### config.mk
export PLATFORM = sky130hd
export DESIGN_NAME = branch_predictor
export DESIGN_NICKNAME = d
export VERILOG_FILES = /design/src/rtl/bp_pkg.sv /design/src/rtl/sat_counter.sv /design/src/rtl/branch_predictor.sv
export SDC_FILE = /design/constraint.sdc
export NUM_CORES = 2
export LEC_CHECK = 0
export CAP_MARGIN = 20
export CORE_MARGIN = 3
export CORE_UTILIZATION = 59
export CTS_BUF_LIST = sky130_fd_sc_hd__clkbuf_2
export DETAILED_ROUTE_END_ITERATION = 16
export PLACE_DENSITY = 0.76
export SYNTH_ARGS = -nofsm -noshare
export SYNTH_HDL_FRONTEND = slang
export SYNTH_HIERARCHICAL = 1
export SYNTH_SLANG_ARGS = --single-unit
export TNS_END_PERCENT = 30
### constraint.sdc
create_clock -name clk -period 9.2 [get_ports clk]
set_input_delay 0.92 -clock clk [delete_from_list [all_inputs] [get_ports clk]]
set_output_delay 0.92 -clock clk [all_outputs]
set_load 0.01 [all_outputs]
### src/rtl/bp_pkg.sv
// Shared definitions for the branch target buffer: counter constants, the
// per-entry update opcode and table geometry helpers.
package bp_pkg;

  // Update applied to the indexed entry on a resolved branch or jump.
  typedef enum logic [2:0] {
    UPD_NONE,
    UPD_ALLOC,
    UPD_INC,
    UPD_DEC,
    UPD_JUMP
  } upd_op_e;

  // Weakly-taken value: MSB set, all other bits clear.
  function automatic int unsigned ctr_wt(input int unsigned cb);
    return 32'd1 << (cb - 1);
  endfunction

  // Strongly-taken value: all bits set.
  function automatic int unsigned ctr_max(input int unsigned cb);
    return (32'd1 << cb) - 32'd1;
  endfunction

  function automatic int unsigned calc_idx_w(input int unsigned entries);
    return $clog2(entries);
  endfunction

  // Tag holds everything above the index and the ignored byte offset.
  function automatic int unsigned calc_tag_w(input int unsigned addr_width,
                                             input int unsigned entries);
    return addr_width - $clog2(entries) - 2;
  endfunction

  // Geometry of the default configuration.
  localparam int unsigned BP_ADDR_WIDTH = 32;
  localparam int unsigned BP_ENTRIES    = 16;
  localparam int unsigned BP_IDX_W      = calc_idx_w(BP_ENTRIES);
  localparam int unsigned BP_TAG_W      = calc_tag_w(BP_ADDR_WIDTH, BP_ENTRIES);

endpackage

### src/rtl/sat_counter.sv
// Saturating up/down direction counter for one table entry. Resets to
// weakly not-taken (WT-1). Priority: set_max > load_wt > inc > dec.
module sat_counter
  import bp_pkg::*;
#(
  parameter int unsigned WIDTH = 2
) (
  input  logic             clk,
  input  logic             rst,
  input  logic             inc,
  input  logic             dec,
  input  logic             set_max,
  input  logic             load_wt,
  output logic [WIDTH-1:0] count
);

  localparam logic [WIDTH-1:0] CtrMax = WIDTH'(ctr_max(WIDTH));
  localparam logic [WIDTH-1:0] CtrWt  = WIDTH'(ctr_wt(WIDTH));
  localparam logic [WIDTH-1:0] CtrRst = WIDTH'(ctr_wt(WIDTH) - 1);

  logic [WIDTH-1:0] cnt_d, cnt_q;

  // Next count: load values first, then saturating step.
  always_comb begin
    cnt_d = cnt_q;
    if (set_max) begin
      cnt_d = CtrMax;
    end else if (load_wt) begin
      cnt_d = CtrWt;
    end else if (inc && (cnt_q != CtrMax)) begin
      cnt_d = cnt_q + 1'b1;
    end else if (dec && (cnt_q != '0)) begin
      cnt_d = cnt_q - 1'b1;
    end
  end

  // Counter register.
  always_ff @(posedge clk or negedge rst) begin
    if (!rst) begin
      cnt_q <= CtrRst;
    end else begin
      cnt_q <= cnt_d;
    end
  end

  assign count = cnt_q;

endmodule

### src/rtl/branch_predictor.sv
// Direct-mapped branch target buffer with per-entry saturating direction
// counters. Combinational lookup from fetch, update from decode.
// Optional BP_STATS_EN adds free-running lookup/update/mispredict counters.
module branch_predictor
  import bp_pkg::*;
#(
  parameter int unsigned ADDR_WIDTH   = 32,
  parameter int unsigned ENTRIES      = 16,
  parameter int unsigned COUNTER_BITS = 2
) (
  input  logic                  clk,
  input  logic                  rst,
  input  logic [ADDR_WIDTH-1:0] lookup_pc,
  output logic                  predict_hit,
  output logic                  predict_taken,
  output logic [ADDR_WIDTH-1:0] predict_target,
  input  logic                  update_valid,
  input  logic [ADDR_WIDTH-1:0] update_pc,
  input  logic                  update_taken,
  input  logic                  update_is_jump,
  input  logic [ADDR_WIDTH-1:0] update_target,
  input  logic                  update_pred_taken,
  input  logic                  clear,
  output logic                  mispredict
`ifdef BP_STATS_EN
  ,
  output logic [31:0]           stat_lookups,
  output logic [31:0]           stat_updates,
  output logic [31:0]           stat_mispredicts
`endif
);

  localparam int unsigned IDX_W = calc_idx_w(ENTRIES);
  localparam int unsigned TAG_W = calc_tag_w(ADDR_WIDTH, ENTRIES);

  logic [ENTRIES-1:0]      valid_q;
  logic [TAG_W-1:0]        tag_q    [ENTRIES];
  logic [ADDR_WIDTH-1:0]   target_q [ENTRIES];
  logic [COUNTER_BITS-1:0] ctr      [ENTRIES];

  logic [IDX_W-1:0] look_idx, upd_idx;
  logic [TAG_W-1:0] look_tag, upd_tag;
  logic             upd_hit;
  upd_op_e          upd_op;
  logic             mispredict_d, mispredict_q;

  // Byte offset bits never reach the table.
  logic unused_offset;
  assign unused_offset = ^{lookup_pc[1:0], update_pc[1:0]};

  assign look_idx = lookup_pc[IDX_W+1:2];
  assign look_tag = lookup_pc[ADDR_WIDTH-1:IDX_W+2];
  assign upd_idx  = update_pc[IDX_W+1:2];
  assign upd_tag  = update_pc[ADDR_WIDTH-1:IDX_W+2];

  // Lookup reads pre-update contents; no bypass from the update port.
  always_comb begin
    predict_hit    = valid_q[look_idx] && (tag_q[look_idx] == look_tag);
    predict_taken  = predict_hit && ctr[look_idx][COUNTER_BITS-1];
    predict_target = predict_hit ? target_q[look_idx] : '0;
  end

  // Decode the resolved instruction into an entry operation. A jump always
  // (re)writes the whole entry, which covers both hit and allocate.
  always_comb begin
    upd_hit = valid_q[upd_idx] && (tag_q[upd_idx] == upd_tag);
    upd_op  = UPD_NONE;
    if (update_valid && !clear) begin
      if (update_is_jump) begin
        upd_op = UPD_JUMP;
      end else if (upd_hit) begin
        upd_op = update_taken ? UPD_INC : UPD_DEC;
      end else if (update_taken) begin
        upd_op = UPD_ALLOC;
      end
    end
  end

  // Valid, tag and target storage; clear only drops valid bits.
  always_ff @(posedge clk or negedge rst) begin
    if (!rst) begin
      valid_q <= '0;
      for (int i = 0; i < ENTRIES; i++) begin
        tag_q[i]    <= '0;
        target_q[i] <= '0;
      end
    end else if (clear) begin
      valid_q <= '0;
    end else begin
      unique case (upd_op)
        UPD_ALLOC, UPD_JUMP: begin
          valid_q[upd_idx]  <= 1'b1;
          tag_q[upd_idx]    <= upd_tag;
          target_q[upd_idx] <= update_target;
        end
        UPD_INC: target_q[upd_idx] <= update_target;
        default: ;
      endcase
    end
  end

  // One direction counter per entry.
  for (genvar i = 0; i < ENTRIES; i++) begin : g_ctr
    logic sel;
    assign sel = (upd_idx == IDX_W'(i));
    sat_counter #(
      .WIDTH(COUNTER_BITS)
    ) u_ctr (
      .clk    (clk),
      .rst    (rst),
      .inc    (sel && (upd_op == UPD_INC)),
      .dec    (sel && (upd_op == UPD_DEC)),
      .set_max(sel && (upd_op == UPD_JUMP)),
      .load_wt(sel && (upd_op == UPD_ALLOC)),
      .count  (ctr[i])
    );
  end

  // Misprediction is judged even when clear drops the update.
  assign mispredict_d = update_valid && ((update_taken || update_is_jump) != update_pred_taken);

  // Registered mispredict flag.
  always_ff @(posedge clk or negedge rst) begin
    if (!rst) begin
      mispredict_q <= 1'b0;
    end else begin
      mispredict_q <= mispredict_d;
    end
  end

  assign mispredict = mispredict_q;

`ifdef BP_STATS_EN
  logic [31:0] lookups_q, updates_q, mispredicts_q;

  // Statistics counters wrap naturally and ignore clear.
  always_ff @(posedge clk or negedge rst) begin
    if (!rst) begin
      lookups_q     <= '0;
      updates_q     <= '0;
      mispredicts_q <= '0;
    end else begin
      lookups_q     <= lookups_q + 32'd1;
      updates_q     <= updates_q + {31'd0, update_valid};
      mispredicts_q <= mispredicts_q + {31'd0, mispredict_d};
    end
  end

  assign stat_lookups     = lookups_q;
  assign stat_updates     = updates_q;
  assign stat_mispredicts = mispredicts_q;
`endif

endmodule

==> run metrics <==
run status completed; basic-gate share of the synthesized area counting and, or, nand and nor cells 0.0346; wire length of the first global-routing pass 205,000 um; die extent in y between 200 and 300 um; Worst path slowest cell sky130_fd_sc_hd__buf_6; area of the core approximately 0.084 mm^2; cell class contributing the biggest share of worst-path delay buffers and inverters; clock latency of the later-clocked register in the worst-skew pair between 1 and 1.5 ns; number of flops mapped to enable cells by yosys 0; Max H-tree Level 5; DRC violations left 0; post-synthesis adder-cell area fraction 0; TritonCTS sink count ~980; fraction of power spent switching nets 0.290; clock share of power 0.287; via count of the first global-routing pass 34,100; normalized max-slew margin 0.217; dominant combinational cell family by area after synthesis multiplexers; area fraction in compound gates after synthesis 0.0278; setup repair after global routing missed its margin no; maximum ir drop on the vdd rail between 0.0001 and 0.00015 V; synthesis-to-finish area growth 8.29%; Sequential Power Share 0.518; floorplan die area ~0.088 mm^2; pin count of the biggest net entering global routing ~200; max-slew violation count 0; Final Setup Violations 0; number of hold violations in the final report 0; portion of the clock cycle consumed by the worst path in the final layout 0.697; die width about 300 um; leakage power of the design approximately 25 nW; synth warn 6; most instantiated flip-flop cell in the synthesis netlist sky130_fd_sc_hd__dfrtp_1; synthesized-area fraction occupied by xor and xnor cells 0.0103; fraction of synthesis flops using an asynchronous set or reset pin 1.00; per-cell via count in the routed design 6.51; Avg Cell Area, Syn approximately 15 um^2; half-perimeter wire length after placement approximately 75,000 um; start point of the critical path lookup_pc[3]; number of logic stages on the critical path including buffering 10; combinational share of power 0.194; launch point of the worst reg-to-reg path tag_q[221]; arrival time at the worst endpoint roughly 5.5 ns; initial antenna violation count 12; number of register bits inferred by synthesis approximately 980; total negative slack 0 ns; Post-Syn Instances between 3,000 and 4,000; TritonCTS clock tree done; area of the mapped netlist about 0.050 mm^2; # Post-CTS Setup Buffers 0; maximum single-stage delay on the critical path roughly 0.66 ns; clock skew about 0.14 ns; clock transition at the register clock pins on the worst setup and hold paths after CTS roughly 0.080 ns; power density over the cells between 150 and 200 mW/mm^2; sequential element share of the synthesized area 0.489; CP bufs+invs 4; initial core utilization 0.597; GRT Residual Overflow 0; worst reg-to-reg path cell count 9; hold_sp update_pred_taken; startpoint kind of the worst setup timing path input port; DRT Wirelength ~130,000 um; fraction of final layout cells with drive strength greater than 1 0.484; final-layout worst hold slack between 0.15 and 0.2 ns; P_sw about 3.1 mW; overall global routing resource usage 0.304; worst hold-check path type in -> reg; critical path class in -> out; nets ~3,600; antenna viol nets, final 0; post-synth cell types 71; Starting DRT DRC Count approximately 2,700; transition time at the pin with the least slew margin roughly 1.2 ns; number of nets in the synthesized netlist 3,384; number of rows created at floorplan around 110; top fanout value on the critical path 75; Final Critical Period about 6.4 ns; Pre-antenna DRT Iters 5; routed wirelength normalized by instance count approximately 28 um; P_int roughly 7.5 mW; Hold Path Cell Cnt 3; PortBufs approximately 130; worst endpoint required time 8.28 ns; cell-by-cell listing of the critical path buf_6 -> buf_4 -> mux4_2 -> mux4_2 -> xnor2_1 -> nand4_1 -> nor4_2 -> buf_4 -> and3_1 -> clkdlybuf4s50_1; Root Driver sky130_fd_sc_hd__clkbuf_2; io pins around 140; vias after detailed routing roughly 31,000; Max-cap violations 0; fraction of synthesized area in multiplexers 0.405; buffer depth of the longest clock path 4; Critical Path Sink Type output pin; highest clock rate 0.156 GHz; Inserted Clock Buffers approximately 270; gpl congestion around 0.86
==> stage by stage <==
step	utilization	instance area [um^2]	setup WS, ns	instances	power (mW)
floorplan	-	50100	4.46	3281	6.99
global placement	0.618	51800	2.55	4302	7.46
detailed placement	0.618	51800	2.49	4303	7.65
CTS	0.646	54100	2.83	4750	10.7
global route	0.647	54200	2.62	4756	11.2
finish	0.647	54200	2.79	4759	10.6
==> tightest hold or removal path: cells and delay by family <==
| family | cells | cell delay [ns] |
|---|---|---|
| buf+inv | 1 | 0.41 |
| xor+xnor | 1 | 0.14 |
| simple gates | 1 | 0.11 |
==> logic make-up (layout without fill, tap and decap cells) <==
logic type | after synthesis | after routing
compound gates | 192 | 192
xor+xnor | 59 | 59
buf+inv | 319 | 657
flops | 977 | 977
mux | 1411 | 1411
other cells | 0 | 6
simple gates | 323 | 323
==> per-layer routing <==
layer / routed length (um) / vias to the layer above / track usage
met5: 60 / - / 0
met1: 52700 / 16600 / 0.400
met4: 4340 / 10 / 0.125
met3: 9150 / 293 / 0.0629
met2: 66000 / 1218 / 0.497
li1: - / 12900 / -
==> cell usage after synthesis, types with 3 or more instances <==
master | instances | area share
sky130_fd_sc_hd__dfrtp_1 | 961 | 0.48
sky130_fd_sc_hd__mux2_2 | 748 | 0.17
sky130_fd_sc_hd__mux4_2 | 369 | 0.17
sky130_fd_sc_hd__clkbuf_1 | 165 | 0.012
sky130_fd_sc_hd__nor2_1 | 145 | 0.011
sky130_fd_sc_hd__mux2i_1 | 104 | 0.021
sky130_fd_sc_hd__mux2_4 | 100 | 0.030
sky130_fd_sc_hd__mux2_1 | 90 | 0.020
sky130_fd_sc_hd__xnor2_1 | 53 | 0.0093
sky130_fd_sc_hd__o21ai_0 | 52 | 0.0052
sky130_fd_sc_hd__buf_2 | 43 | 0.0043
sky130_fd_sc_hd__and3_1 | 37 | 0.0046
sky130_fd_sc_hd__nand2_1 | 36 | 0.0027
sky130_fd_sc_hd__buf_1 | 30 | 0.0022
sky130_fd_sc_hd__inv_1 | 26 | 0.0019
sky130_fd_sc_hd__nor2b_1 | 26 | 0.0032
sky130_fd_sc_hd__a21oi_1 | 25 | 0.0025
sky130_fd_sc_hd__buf_4 | 24 | 0.0036
sky130_fd_sc_hd__a21o_1 | 20 | 0.0030
sky130_fd_sc_hd__nand2b_1 | 19 | 0.0024
sky130_fd_sc_hd__a211oi_2 | 16 | 0.0040
sky130_fd_sc_hd__dfstp_2 | 16 | 0.0084
sky130_fd_sc_hd__a22oi_1 | 14 | 0.0021
sky130_fd_sc_hd__nand3_1 | 14 | 0.0014
sky130_fd_sc_hd__a22o_1 | 12 | 0.0021
sky130_fd_sc_hd__a221oi_1 | 11 | 0.0019
sky130_fd_sc_hd__buf_12 | 11 | 0.0044
sky130_fd_sc_hd__buf_8 | 10 | 0.0030
sky130_fd_sc_hd__nand2_8 | 10 | 0.0040
sky130_fd_sc_hd__nand4_1 | 10 | 0.0012
sky130_fd_sc_hd__buf_6 | 6 | 0.0013
sky130_fd_sc_hd__nand2_2 | 6 | 0.00075
sky130_fd_sc_hd__nor4_1 | 6 | 0.00075
sky130_fd_sc_hd__xor2_1 | 6 | 0.0010
sky130_fd_sc_hd__a2bb2oi_1 | 5 | 0.00087
sky130_fd_sc_hd__a211oi_1 | 4 | 0.00060
sky130_fd_sc_hd__o31ai_1 | 4 | 0.00060
sky130_fd_sc_hd__and2_1 | 3 | 0.00037
sky130_fd_sc_hd__nor3_1 | 3 | 0.00030
sky130_fd_sc_hd__o221ai_1 | 3 | 0.00052
sky130_fd_sc_hd__o22ai_1 | 3 | 0.00037
==> flip-flops by register name, indices dropped and copies added (netlist names) <==
name               flops
valid_q               16
mispredict             1
g_ctr.u_ctr/count     32
target_q             512
tag_q                416
==> final cells by class <==
type | count | area [um^2]
antenna | 6 | 15.0
clock buffer | 389 | 1950
clock inverter | 56 | 348
fill | 6063 | 29600
inverter | 28 | 105
multi-input combinational | 1985 | 24100
sequential | 977 | 24500
tap | 1134 | 1420
timing repair buffer | 184 | 1850
==> cell usage in the layout (no fill, tap or decap), drive strengths merged, types with 6 or more instances in the layout <==
master	n
nor2b	26
xnor2	53
a22o	12
a211oi	20
nand4	11
inv	32
mux2	938
mux4	369
clkinv	47
clkdlybuf4s50	125
nand2b	19
a22oi	14
clkbuf	391
xor2	6
mux2i	104
a221oi	11
buf	55
a21o	20
diode	6
and3	37
nand2	52
dfrtp	961
nor4	7
a21oi	25
dfstp	16
nor2	145
o21ai	53
nand3	14
==> what timing repair did <==
| item | in CTS | in global routing |
|---|---|---|
| gates resized for setup | 0 | 0 |
| hold buffers | 2 | 0 |
| hold endpoints to repair | 102 | 0 |
==> path summary, 6_finish.rpt <==
kind                                       to  slack, ns
setup / recovery           predict_target[11]       2.79
hold / removal                     mispredict       0.18
setup reg to reg                     tag_q[6]       4.11
hold reg to reg                 target_q[485]       0.51
max in group asynchronous       target_q[348]       6.66
min in group asynchronous          tag_q[358]       0.19
==> power by group through the flow <==
stage          clock network (mW)  registers [mW]  logic [mW]
6_report                     3.05            5.51        2.07
5_1_grt                      3.36            5.58        2.22
4_1_cts                      3.13            5.49        2.08
3_5_place_dp                    0            5.57        2.07
3_3_place_gp                    0            5.48        1.98
2_1_floorplan                   0            5.39        1.60
No activity file was read; power rests on OpenSTA's default activity.
